--- src/rtl/seq_sub_pkg.sv ---
// Shared definitions for the digit-serial subtractor: controller states and default geometry.
package seq_sub_pkg;

  typedef enum logic [1:0] {
    IDLE = 2'd0,
    RUN  = 2'd1,
    DONE = 2'd2
  } state_t;

  localparam int DEF_WIDTH = 16;
  localparam int DEF_DIGIT = 4;

endpackage

--- src/rtl/fs_slice.sv ---
// One DIGIT-bit slice of a ripple-borrow subtractor, purely combinational.
module fs_slice
  import seq_sub_pkg::*;
#(
  parameter int DIGIT = DEF_DIGIT
) (
  input  logic [DIGIT-1:0] a,
  input  logic [DIGIT-1:0] b,
  input  logic             bi,
  output logic [DIGIT-1:0] diff,
  output logic             bo
);

  logic [DIGIT:0] brw;

  assign brw[0] = bi;

  for (genvar i = 0; i < DIGIT; i++) begin : g_cell
    assign diff[i]   = a[i] ^ b[i] ^ brw[i];
    assign brw[i+1]  = (~a[i] & b[i]) | (brw[i] & (~a[i] | b[i]));
  end

  assign bo = brw[DIGIT];

endmodule

--- src/rtl/seq_subtractor.sv ---
// Digit-serial subtractor: x - y - bin, one DIGIT-bit slice per clock, LSB first.
// Result appears NDIG edges after the accepting edge; d/bout/ovf hold until the next completion.
module seq_subtractor
  import seq_sub_pkg::*;
#(
  parameter int WIDTH = DEF_WIDTH,
  parameter int DIGIT = DEF_DIGIT
) (
  input  logic             clk,
  input  logic             rst_n,
  input  logic             start,
  input  logic [WIDTH-1:0] x,
  input  logic [WIDTH-1:0] y,
  input  logic             bin,
  output logic             busy,
  output logic             done,
  output logic [WIDTH-1:0] d,
  output logic             bout,
  output logic             ovf
);

  localparam int NDIG = WIDTH / DIGIT;
  localparam int CW   = (NDIG > 1) ? $clog2(NDIG) : 1;
  localparam logic [CW-1:0] LAST = CW'(NDIG - 1);

  state_t           state, nstate;
  logic             accept, last;
  logic [WIDTH-1:0] xr, yr, wr, wr_nxt;
  logic             br;
  logic [CW-1:0]    cnt;
  logic [DIGIT-1:0] sa, sb, sd;
  logic             sbo;

  always_ff @(posedge clk or negedge rst_n) begin
    if (!rst_n) state <= IDLE;
    else        state <= nstate;
  end

  always_comb begin
    nstate = state;
    accept = 1'b0;
    last   = 1'b0;
    case (state)
      IDLE: if (start) begin
        nstate = RUN;
        accept = 1'b1;
      end
      RUN: if (cnt == LAST) begin
        nstate = DONE;
        last   = 1'b1;
      end
      DONE: if (start) begin
        nstate = RUN;
        accept = 1'b1;
      end else begin
        nstate = IDLE;
      end
      default: nstate = IDLE;
    endcase
  end

  // Operand slice feeding the subtractor cell, selected by the digit counter.
  always_comb begin
    sa = '0;
    sb = '0;
    for (int i = 0; i < NDIG; i++) begin
      if (cnt == i[CW-1:0]) begin
        sa = xr[i*DIGIT +: DIGIT];
        sb = yr[i*DIGIT +: DIGIT];
      end
    end
  end

  fs_slice #(.DIGIT(DIGIT)) u_slice (
    .a    (sa),
    .b    (sb),
    .bi   (br),
    .diff (sd),
    .bo   (sbo)
  );

  always_comb begin
    wr_nxt = wr;
    for (int i = 0; i < NDIG; i++) begin
      if (cnt == i[CW-1:0]) wr_nxt[i*DIGIT +: DIGIT] = sd;
    end
  end

  // Working register wr is kept apart from d so the visible result only moves on completion.
  always_ff @(posedge clk or negedge rst_n) begin
    if (!rst_n) begin
      busy <= 1'b0;
      done <= 1'b0;
      d    <= '0;
      bout <= 1'b0;
      ovf  <= 1'b0;
      xr   <= '0;
      yr   <= '0;
      wr   <= '0;
      br   <= 1'b0;
      cnt  <= '0;
    end else begin
      busy <= (nstate == RUN);
      done <= (nstate == DONE);
      if (accept) begin
        xr  <= x;
        yr  <= y;
        br  <= bin;
        cnt <= '0;
        wr  <= '0;
      end else if (state == RUN) begin
        wr  <= wr_nxt;
        br  <= sbo;
        cnt <= cnt + 1'b1;
        if (last) begin
          d    <= wr_nxt;
          bout <= sbo;
          ovf  <= (xr[WIDTH-1] != yr[WIDTH-1]) && (wr_nxt[WIDTH-1] != xr[WIDTH-1]);
        end
      end
    end
  end

endmodule

--- config.mk ---
export PLATFORM = sky130hd
export DESIGN_NAME = seq_subtractor
export DESIGN_NICKNAME = d
export VERILOG_FILES = /design/src/rtl/seq_sub_pkg.sv /design/src/rtl/fs_slice.sv /design/src/rtl/seq_subtractor.sv
export SDC_FILE = /design/constraint.sdc
export NUM_CORES = 1
export LEC_CHECK = 0
export BUFFER_PORTS_ARGS = -buffer_cell sky130_fd_sc_hd__buf_4
export CORE_MARGIN = 8
export CORE_UTILIZATION = 46
export CTS_CLUSTER_DIAMETER = 120
export DETAILED_ROUTE_END_ITERATION = 8
export PLACE_DENSITY = 0.64
export SLEW_MARGIN = 20
export SYNTH_ARGS = -nofsm -noshare
export SYNTH_HDL_FRONTEND = slang
export SYNTH_SLANG_ARGS = --single-unit
export TNS_END_PERCENT = 100
--- constraint.sdc ---
create_clock -name clk -period 8.5 [get_ports clk]
set_input_delay 2.125 -clock clk [delete_from_list [all_inputs] [get_ports clk]]
set_output_delay 2.125 -clock clk [all_outputs]
set_load 0.03 [all_outputs]
# Word level (Yosys, flattened, before mapping)
# Cells that the tools add are included.
dict set report op_classes {
  addsub 1
  mul 0
  div 0
  order_cmp 0
  eq_ne 9
  shifts 0
  muxes 26
  n_bitwise 29
  reduce_logical 6
}
# operator n
set ops {}
lappend ops {{two-way mux 4 bit} 12}
lappend ops {{two-way mux 16 bit} 2}
lappend ops {{bitwise AND 1 bit} 8}
lappend ops {{equality test 2 bit, second input constant} 4}
lappend ops {{two-way mux 2 bit} 4}
lappend ops {{bitwise OR 1 bit} 8}
lappend ops {{XOR 1 bit} 8}
lappend ops {{two-way mux 1 bit} 7}
lappend ops {{equality test 2 x 1 -> 1 bit, second input constant} 3}
lappend ops {{case mux 2 bit (3 select lines)} 1}
lappend ops {{inverter 1 bit} 5}
lappend ops {{zero test 2 bit} 2}
lappend ops {{AND reduction 3 bit} 1}
lappend ops {{adder 2 x 1 -> 2 bit, second input constant} 1}
lappend ops {{!= test 1 bit} 2}
lappend ops {{nonzero test 2 bit} 1}
lappend ops {{OR reduction 2 bit} 1}
lappend ops {{logical AND 1 bit} 1}
dict set report totals {
  ff_bits 73
  latch_bits 0
  ramBits 0
  rom_bits 0
  out_inout_bits 20
  word_cells 82
  n_memories 0
}

# Longest topological paths before layout
dict set report depth {
  depth_word 17
  depth_mapped 15
}

# Cells and area by module
# Synthesis repeated with hierarchy kept, for this count alone.
dict set report hier_totals {
  hier_cells 332
  hier_area_um2 3180.6
}
# module instances cells_each area_each_um2 seq_area_each_um2
set modules_own_cells {}
lappend modules_own_cells {seq_subtractor 1 318 3062.9 1726.7}
lappend modules_own_cells {fs_slice 1 14 117.6 0.0}

# Least setup slack after synthesis
# OpenSTA, ideal clock, no wires.
dict set report synth_timing {
  path_type {flip-flop to flip-flop}
  from {register cnt[0]}
  to {register ovf}
  arrival_ps 3074
  path_slack_ps 5293
  stages_incl_launch_ff 16
  path_buffers 1
  synth_period_minus_slack_ps 3207
  cell_sequence {dfrtp_1 -> inv_1 -> ha_1 -> buf_2 -> a21oi_1 -> o21ai_0 -> a22oi_1 -> fa_1 -> inv_1 -> fa_1 -> fa_1 -> inv_1 -> fa_1 -> nor2b_1 -> a21oi_1 -> o21ai_0}
}
dict set report synth_between {
  elab_chain_len 17
}
# element line
set synth_rtl {}
lappend synth_rtl {{from (decl)} seq_subtractor.sv:30} ;# logic [CW-1:0] cnt;
lappend synth_rtl {{from (signal assigned)} seq_subtractor.sv:114} ;# cnt <= cnt + 1'b1;
lappend synth_rtl {{zero test 2 bit} seq_subtractor.sv:67} ;# if (cnt == i[CW-1:0]) begin
lappend synth_rtl {{two-way mux 4 bit (4 in a row)} seq_subtractor.sv:67}
lappend synth_rtl {{inverter 1 bit} fs_slice.sv:20} ;# assign brw[i+1] = (~a[i] & b[i]) | (brw[i] & (~a[i] | b[i]));
lappend synth_rtl {{bitwise OR 1 bit} fs_slice.sv:20}
lappend synth_rtl {{bitwise AND 1 bit} fs_slice.sv:20}
lappend synth_rtl {{bitwise OR 1 bit} fs_slice.sv:20}
lappend synth_rtl {{bitwise AND 1 bit} fs_slice.sv:20}
lappend synth_rtl {{bitwise OR 1 bit} fs_slice.sv:20}
lappend synth_rtl {{bitwise AND 1 bit} fs_slice.sv:20}
lappend synth_rtl {{bitwise OR 1 bit} fs_slice.sv:20}
lappend synth_rtl {{XOR 1 bit} fs_slice.sv:19} ;# assign diff[i] = a[i] ^ b[i] ^ brw[i];
lappend synth_rtl {{two-way mux 4 bit} seq_subtractor.sv:85} ;# if (cnt == i[CW-1:0]) wr_nxt[i*DIGIT +: DIGIT] = sd;
lappend synth_rtl {{!= test 1 bit} seq_subtractor.sv:118} ;# ovf <= (xr[WIDTH-1] != yr[WIDTH-1]) && (wr_nxt[WIDTH-1] != xr[WIDTH-1]);
lappend synth_rtl {{logical AND 1 bit} seq_subtractor.sv:118}
lappend synth_rtl {{to (signal assigned)} seq_subtractor.sv:118}
lappend synth_rtl {{to (decl)} seq_subtractor.sv:19} ;# output logic ovf
# Several ways; a longest one is shown, not always the timed one.
# A chain may end at the register's enable or synchronous reset.

# Worst setup path in the final report
dict set report layout_timing {
  from {register cnt[1]}
  to {register ovf}
}
# The elaborated chain is that of the path after synthesis.

==> out/metrics.yaml <==
floorplanning:
  die_area_um2: 9740
  chipWidth_um: 98.7
  start_util: 0.468
  rows: 30
  die_h_um: 98.7
  io_pins: 56
  coreArea_um2: 6720
clock_network:
  cts_max_level: 3
  cts_setup_buffers: 0
  cts_resized: 0
  ctsHoldBuffers: 0
  root_buffer: "clkbuf_8"
  cts-buffers-inserted: 9
  cts_tree: "yes"
  clock-sinks: 69
  clk_pin_slew_worst_paths_ps: 70
  clk_latency_ps: 350
  max-clock-path-buffers: 2
sta:
  setup_violations: 0
  tightest_slew_ps: 1020
  slew_headroom: 0.323
  final_hold_viol_count: 0
  period_share: 0.458
  min_period_ps: 3900
  fmax_ghz: 0.257
  slew_violations: 0
  setup_tns_ps: 0
  fin_worst_skew_ps: 8.19
  worst_slack_ps: 4600
  rsz0062_at_grt: "false"
critical_path:
  end_kind: "register"
  arrival_ps: 4100
  required_ps: 8710
  crit_path_max_fanout: 21
  cp-startpoint: "cnt[1]"
  r2r_start: "cnt[1]"
  worst_setup_path_start_kind: "register"
  critPathKind: "reg2reg"
min_path:
  hold_start: "d[7]"
  min_path_type: "reg2reg"
yosys:
  synth_ff_type: "dfrtp_1"
  synth_edf_count: 0
  syn_area_um2: 3150
  synth_warnings: 0
  yosysSeqAreaShare: 0.549
  syn_area_per_cell_um2: 9.99
  ys_seq_elements: 69
  syn_inst: 315
  synthesis.nets: 359
  async_flop_share: 1.00
  yosysUniqueCellTypes: 28
route:
  wl_met3_um: 418
  wl_per_cell_um: 15.3
  drtAntennaViolNets: 0
  drt-initial-drc-count: 112
  first_pass_iters: 4
  wl_met2_um: 2970
  highest_layer: "met4"
  via_per_inst: 5.07
  drc: 0
  num_vias: 2257
  met1Wirelength_um: 3280
  wirelength_um: 6790
cells_and_area:
  final_nets: 404
  antenna_cells: 0
  final_util: 0.563
  drive_above_1_share: 0.219
  syn_to_final_growth_pct: 20.1
place:
  place_ws_ps: 4630
  portBuffers: 55
  dp_hpwl_um: 4730
  gp_congestion: 0.781
power_and_ir_drop:
  irDropWorstVdd_v: 0.000163
  power-per-cell-area_nw_per_um2: 480
  leakage_nw: 1.89
global_route:
  grt_pass1_vias: 2421
  grt_max_degree: 70
  antenna_found_initial: 0
  track_usage: 0.151
  grt_pass1_wl_um: 11700
  grt.overflow.total: 0
job:
  cap_violations: 0
status:
  outcome: "complete, no violations"
==> worst max-delay path, cell delays in order (launching register included) <==
cell and delay (ps):
dfrtp_1 400, inv_1 100, ha_1 730, nor2b_1 240
a221oi_1 340, o31ai_1 160, fa_1 480, fa_1 370
inv_1 80, fa_1 480, nor2b_1 170, a21oi_1 130
o21ai_0 80
==> stage by stage <==
step	cell area, µm²	hold WS, ps	cells	total power [mW]
3_5_place_dp	3550	468	429	1.53
3_3_place_gp	3550	460	429	1.50
6_report	3780	480	445	1.81
4_1_cts	3780	484	445	1.84
5_1_grt	3780	506	445	1.97
2_1_floorplan	3150	446	315	1.26
==> cell usage in the layout, fill, tap and decap left out, drive strengths merged, types with 4 or more instances in the layout <==
cell    netlist  layout
nand2       108     108
o21ai        26      26
inv          13      13
a22o          7       7
o31ai         4       4
mux2i        15      15
a21oi         9       9
buf          12      56
a32o          6       6
a22oi         4       4
clkbuf       10      12
nor2b         7       7
dfrtp        69      69
ha            4       4
fa            4       4
==> power by group <==
group          internal (mW)  switching (mW)
registers              0.478          0.0837
clock network          0.180           0.118
logic                  0.380           0.572
==> logic make-up (layout without fill, tap and decap cells) <==
kind of cell / after synthesis / in the layout / share of synthesized area
buf+inv: 35 / 85 / 0.0529
fa+ha+maj: 8 / 8 / 0.0414
mux: 18 / 18 / 0.0664
simple gates: 123 / 123 / 0.159
compound gates: 62 / 62 / 0.131
flops: 69 / 69 / 0.549
==> routing by layer <==
layer	up-vias	global-route usage
met5	-	0
met4	0	0.0732
met1	1050	0.190
li1	1135	-
met2	61	0.230
met3	11	0.0458
==> final cells by class <==
cell class	count	area (µm²)
Clock buffer	12	155
Fill cell	625	2940
Tap cell	80	100
Multi-Input combinational cell	211	1260
Timing Repair Buffer	56	420
Clock inverter	4	70.1
Sequential cell	69	1730
Inverter	13	48.8
==> cell usage after synthesis (all sizes together), types with 2 or more instances <==
cell | count | area share
o21ai | 26 | 0.041
a22oi | 4 | 0.0095
a221oi | 3 | 0.0084
a22o | 7 | 0.019
nand2 | 108 | 0.13
o31ai | 4 | 0.0095
clkbuf | 10 | 0.012
nor2b | 7 | 0.014
buf | 12 | 0.025
ha | 4 | 0.016
a21oi | 9 | 0.014
fa | 4 | 0.025
nand2b | 2 | 0.0048
nor2 | 2 | 0.0024
a221o | 3 | 0.0095
dfrtp | 69 | 0.55
a32o | 6 | 0.019
mux2i | 15 | 0.056
inv | 13 | 0.016
mux2 | 3 | 0.011
==> path summary, 6_finish.rpt <==
path	to	slack [ps]	cells after the start
worst max-delay path	ovf	4600	12
worst min-delay path	d[7]	480	2
worst max register to register	ovf	4600	12
worst min register to register	d[7]	480	2
max in group asynchronous	yr[11]	6050	1
min in group asynchronous	d[1]	1880	1
==> state kept, by name (all words and copies together) (netlist names) <==
register / cells
busy: 1
br: 1
bout: 1
xr: 16
state: 2
d: 16
done: 1
cnt: 2
yr: 16
ovf: 1
wr: 12
Note: power is estimated with default switching activity, not from simulation.
